## config.mk

```make
export PLATFORM = sky130hd
export DESIGN_NAME = pipeline_ctrl
export DESIGN_NICKNAME = d
export VERILOG_FILES = /design/src/rtl/pipeline_ctrl.sv
export SDC_FILE = /design/constraint.sdc
export NUM_CORES = 1
export LEC_CHECK = 0
export CELL_PAD_IN_SITES_DETAIL_PLACEMENT = 0
export CELL_PAD_IN_SITES_GLOBAL_PLACEMENT = 1
export CORE_ASPECT_RATIO = 1.75
export CORE_MARGIN = 4
export CORE_UTILIZATION = 42
export DETAILED_ROUTE_END_ITERATION = 6
export DONT_BUFFER_PORTS = 1
export MAX_ROUTING_LAYER = met4
export PLACE_DENSITY_LB_ADDON = 0.15
export SYNTH_ARGS = -nofsm -noshare
export SYNTH_HDL_FRONTEND = slang
export SYNTH_SLANG_ARGS = --single-unit
```

## constraint.sdc

```tcl
create_clock -name CLK -period 1.6 [get_ports CLK]
set_input_delay 0.24 -clock CLK [delete_from_list [all_inputs] [get_ports CLK]]
set_output_delay 0.24 -clock CLK [all_outputs]
set_load 0.05 [all_outputs]
```

## src/rtl/pipeline_ctrl.sv

```systemverilog
// Pipeline latch sequencer: turns hazard verdicts and cache handshakes into PC/latch enables and flushes.
// Optional perf counters are built only when PIPE_PERF_EN is defined.
module pipeline_ctrl #(
  parameter int CNT_W   = 32,
  parameter int TIMEOUT = 1024
) (
  input  logic             CLK,
  input  logic             RST,
  input  logic             ihit,
  input  logic             dhit,
  input  logic             mem_dmemREN,
  input  logic             mem_dmemWEN,
  input  logic             hazard,
  input  logic             branch,
  input  logic             jump,
  input  logic             mem_halt,
  output logic             pc_en,
  output logic             if_id_en,
  output logic             if_id_flush,
  output logic             id_ex_en,
  output logic             id_ex_flush,
  output logic             ex_mem_en,
  output logic             mem_wb_en,
  output logic             mem_wb_flush,
  output logic             squash_pend,
  output logic             dwait_timeout,
  output logic             halted,
  output logic [1:0]       state,
  output logic [CNT_W-1:0] stall_cnt,
  output logic [CNT_W-1:0] flush_cnt
);

  typedef enum logic [1:0] {
    RUN    = 2'd0,
    DWAIT  = 2'd1,
    HALTED = 2'd2
  } state_t;

  localparam int WCW = $clog2(TIMEOUT);
  localparam logic [WCW-1:0] WAIT_LAST = WCW'(TIMEOUT - 1);

  state_t         state_q, state_d;
  logic           squash_d;
  logic [WCW-1:0] wait_cnt;
  logic           dstall;

  assign dstall = (mem_dmemREN | mem_dmemWEN) & ~dhit;
  assign state  = state_q;

  always_ff @(posedge CLK) begin
    if (RST) begin
      state_q     <= RUN;
      halted      <= 1'b0;
      squash_pend <= 1'b0;
    end else begin
      state_q     <= state_d;
      halted      <= (state_d == HALTED);
      squash_pend <= squash_d;
    end
  end

  // Control decode in strict priority order; squash_pend only moves in branch/refetch cases.
  always_comb begin
    pc_en        = 1'b0;
    if_id_en     = 1'b0;
    if_id_flush  = 1'b0;
    id_ex_en     = 1'b0;
    id_ex_flush  = 1'b0;
    ex_mem_en    = 1'b0;
    mem_wb_en    = 1'b0;
    mem_wb_flush = 1'b0;
    squash_d     = squash_pend;
    if (RST || state_q == HALTED) begin
      squash_d = squash_pend;
    end else if (dstall) begin
      mem_wb_en    = 1'b1;
      mem_wb_flush = 1'b1;
    end else begin
      ex_mem_en = 1'b1;
      mem_wb_en = 1'b1;
      if (hazard) begin
        id_ex_en    = 1'b1;
        id_ex_flush = 1'b1;
      end else if (branch || jump) begin
        pc_en       = 1'b1;
        if_id_en    = 1'b1;
        if_id_flush = 1'b1;
        id_ex_en    = 1'b1;
        squash_d    = ~ihit;
      end else if (squash_pend && ihit) begin
        if_id_en    = 1'b1;
        if_id_flush = 1'b1;
        id_ex_en    = 1'b1;
        squash_d    = 1'b0;
      end else if (ihit) begin
        pc_en    = 1'b1;
        if_id_en = 1'b1;
        id_ex_en = 1'b1;
      end else begin
        if_id_en    = 1'b1;
        if_id_flush = 1'b1;
        id_ex_en    = 1'b1;
      end
    end
  end

  always_comb begin
    state_d = RUN;
    if (state_q == HALTED)          state_d = HALTED;
    else if (mem_halt && !dstall)   state_d = HALTED;
    else if (dstall)                state_d = DWAIT;
    else                            state_d = RUN;
  end

  // wait_cnt parks at TIMEOUT-1; the flag is sticky, the stall itself continues.
  always_ff @(posedge CLK) begin
    if (RST) begin
      wait_cnt      <= '0;
      dwait_timeout <= 1'b0;
    end else if (dstall) begin
      if (wait_cnt == WAIT_LAST) dwait_timeout <= 1'b1;
      else                       wait_cnt      <= wait_cnt + 1'b1;
    end else begin
      wait_cnt <= '0;
    end
  end

`ifdef PIPE_PERF_EN
  logic any_flush;
  assign any_flush = if_id_flush | id_ex_flush | mem_wb_flush;

  always_ff @(posedge CLK) begin
    if (RST) begin
      stall_cnt <= '0;
      flush_cnt <= '0;
    end else begin
      if (!pc_en && state_q != HALTED && stall_cnt != '1) stall_cnt <= stall_cnt + 1'b1;
      if (any_flush && flush_cnt != '1)                   flush_cnt <= flush_cnt + 1'b1;
    end
  end
`else
  assign stall_cnt = '0;
  assign flush_cnt = '0;
`endif

endmodule
```

==> summary.md <==
| Metric | Value |
|---|---|
| Status | finished, violations left |
| IO Port Bufs | 0 |
| # hold bufs at CTS | 0 |
| Final Cycle Share | 101% |
| PD cells | 955 nW/um^2 |
| Minimum clock period | 1.62 ns |
| Skew final | 0.00356 ns |
| GPL Wtd Cong | 0.733 |
| Die Ht | 79.9 um |
| WL final | 2.12 mm |
| Reg2reg end | squash_pend$_SDFFE_PP0P_ |
| Register area share after synthesis | 24.2% |
| Failing checks | setup timing |
| M2 GR Usage | 20.9% |
| H-tree levels | 1 |
| Diode count | 0 |
| Initial DRC Count | 16 |
| Tot GR Track Use | 10.8% |
| Element type at the critical path start | flip-flop |
| Hold Path End | squash_pend$_SDFFE_PP0P_ |
| Reg-to-reg critical path startpoint | state[1]$_SDFF_PP0_ |
| Unrepaired setup endpoints after global routing | yes |
| Reg clk slew, reported paths | 0.06 ns |
| Worst Max-Slew Pin Slew | 0.526 ns |
| EDFF count, synth | 0 |
| Multi-input gate area | 706 sq um |
| Main synth FF type | dfxtp_1 |
| Leakage power | 0.597 nW |
| Root Driver | clkbuf_8 |
| Crit. End Element | output pin |
| GR Overflow Total | 0 |
| CP max stage cell | dfxtp_4 |
| Full die area | 3920 sq um |
| Final #Nets | 177 |
| Hold Path Stages | 1 |
| Top-count cell post-synth | buf_4 |
| Width of the die | 49.1 um |
| Critical path required time | 1.36 ns |
| WS Path Type | flip-flop to output pin |
| Flop2flop setup slack | 0.16 ns |
| Yosys warnings | 0 |
| Num CTS Buffers | 3 |
| DR pass1 iterations | 4 |
| Maxcap violations | 0 |
| Placed Area | 1170 sq um |
| Via count | 792 |
| Top-Level Pins | 87 |
| TritonCTS clock tree | yes |
| Core area | 2750 sq um |
| Detailed-route DRC error count | 0 |
| Synth async-reset ratio | 0% |
| Synthesis-stage register bit count | 15 |
| FILL cells | 291 |
| Worst vdd ir | 0.453 mV |
| Arr. time, crit path | 1.38 ns |
| Met1 capacity usage during global routing | 8.49% |
| Worst-case reg-to-reg path depth | 7 |
| Register area | 308 sq um |
| FMAX | 619 MHz |
| Fin worst setup slack | -0.0155 ns |
| Num rows | 25 |
| Antenna violations before repair | 0 |
| Finished Layout Cells | 192 |
| Insertion delay to the later sink of the worst-skew pair | 0.25 ns |
| Post-route cell area | 1250 sq um |
| First-pass GRT wire length | 3.33 mm |
| CP Cell Sequence | nor2b_4, nor3_4, nand2b_4, a31oi_4, buf_12 |
| Placed cell count | 185 |
| DP Wirelength | 1.80 mm |
| Vias in the first global route | 764 |
| Final setup fails | 1 |
| Synth Area per Inst | 8.27 sq um |
| Area Overhead vs Synth | 0.505% |
| Most frequent cells after synthesis | buf_4, nor2_1, dfxtp_1, a21oi_1, nor3_1 |
| Initial cell density of the core | 45.0% |
| Min-Delay Path Class | input port to flip-flop |
| Crit path largest cell delay | 0.34 ns |
| Routed Antenna Nets | 0 |
| Synth top area share | 39.4% |
| Hold Violations, Final | 0 |
| Largest net degree at the start of global routing | 12 |
| Min-delay src | RST |
| Max Slew Vio Count | 0 |
| Mapped Area | 1240 sq um |
| Clock tree buffer depth | 2 |
| DR WL/cell | 11.0 um |
| Yosys top cell by area | buf_4 |
| Synth top area cells | buf_4, dfxtp_1, nor2_1 |
| Slew headroom | 64.9% |
| Netlist cell types | 36 |
| Worst-path fanout max | 3 |
| # clock sinks | 15 |
| Post-Synthesis Cells | 150 |
| Gr busiest metal | met2 |
| Drt via density | 4.13 |
| Share of cells above drive strength 1 | 21.2% |
| Met3 Resource Use GR | 3.55% |
sequential cells by signal, indices dropped and copies added, names as in the netlist:
register and cells:
wait_cnt 10, state 2, dwait_timeout 1, halted 1, squash_pend 1
cells by family (layout without fill, tap and decap cells):
logic type | Yosys count | count (layout) | share of synthesized area, %
other | 1 | 64 | 0.302
and+or+nand+nor | 40 | 40 | 19.8
DFF | 15 | 15 | 24.2
buffers and inverters | 71 | 23 | 41.4
muxes | 2 | 2 | 1.61
xor gates and xnor gates | 3 | 3 | 2.12
AOI/OAI and AO/OA | 17 | 17 | 9.59
adders and majority gates | 1 | 1 | 1.01
how the worst max path moves through the flow:
stage                        startpoint                  endpoint  slack, ns  cells after the start
floorplan           state[1]$_SDFF_PP0_               if_id_flush      -0.28                      4
global placement    state[1]$_SDFF_PP0_  squash_pend$_SDFFE_PP0P_       0.20                      6
detailed placement  state[1]$_SDFF_PP0_  squash_pend$_SDFFE_PP0P_       0.17                      6
CTS                 state[1]$_SDFF_PP0_               if_id_flush      -0.04                      5
global route        state[1]$_SDFF_PP0_               if_id_flush      -0.07                      5
finish              state[1]$_SDFF_PP0_               if_id_flush      -0.02                      5
per-stage QoR:
stage / hold slack, ns / util, % / TNS (ns) / power (mW) / setup WS (ns)
after global routing: 0.0418 / 45.3 / -0.0845 / 1.23 / -0.0732
after detailed placement: 0.312 / 42.5 / 0 / 0.875 / 0.169
after floorplan: 0.303 / - / -1.14 / 0.962 / -0.278
final: 0.0469 / 45.3 / -0.0155 / 1.19 / -0.0155
after global placement: 0.307 / 42.5 / 0 / 0.874 / 0.195
after CTS: 0.0432 / 44.4 / -0.0403 / 1.19 / -0.0403
cell type report:
cell class / instances / share of cell area (%)
repair buffers: 14 / 10.4
multi-input cells: 127 / 56.6
inverters: 5 / 1.91
clock buffers: 4 / 3.61
flip-flops and latches: 15 / 24.7
well taps: 27 / 2.71
critical path, delay by kind of cell, from the launching register on:
family | cells | cell delay (ns)
AOI/OAI and AO/OA | 1 | 0.18
buffers and inverters | 1 | 0.16
DFF | 1 | 0.34
and+or+nand+nor | 3 | 0.45
layout by cell type (no fill, tap or decap), types with 2 or more instances in the layout:
master | netlist | routed
o21ai_1 | 2 | 2
inv_1 | 4 | 4
nand2_1 | 3 | 3
nor3_1 | 5 | 4
o21bai_1 | 2 | 2
a21oi_1 | 5 | 4
conb_1 | 1 | 64
dfxtp_1 | 15 | 13
mux2i_1 | 2 | 2
a31oi_1 | 3 | 2
buf_12 | 0 | 2
buf_4 | 65 | 12
xor2_1 | 2 | 2
nand3_1 | 2 | 2
nor3_4 | 2 | 2
dfxtp_4 | 0 | 2
nor2_1 | 16 | 16
clkbuf_8 | 0 | 3
metal layers:
metal / wire (um) / vias up
li1: - / 391
met1: 612 / 345
met3: 255 / 5
met4: 45 / 0
met2: 1210 / 51
met5: 0 / -
report_power, final:
part           total [mW]  switching, mW  internal, mW
Combinational       0.487          0.432        0.0547
Sequential          0.393         0.0117         0.381
Clock               0.311          0.134         0.176
timing repair:
item / 4_1_cts / 5_1_grt
setup buffers: 1 / 2
endpoints found under the setup margin: 2 / 3
pin swaps: 1 / 0
gates resized for setup: 0 / 3
Power figures use the tool's default switching activity.
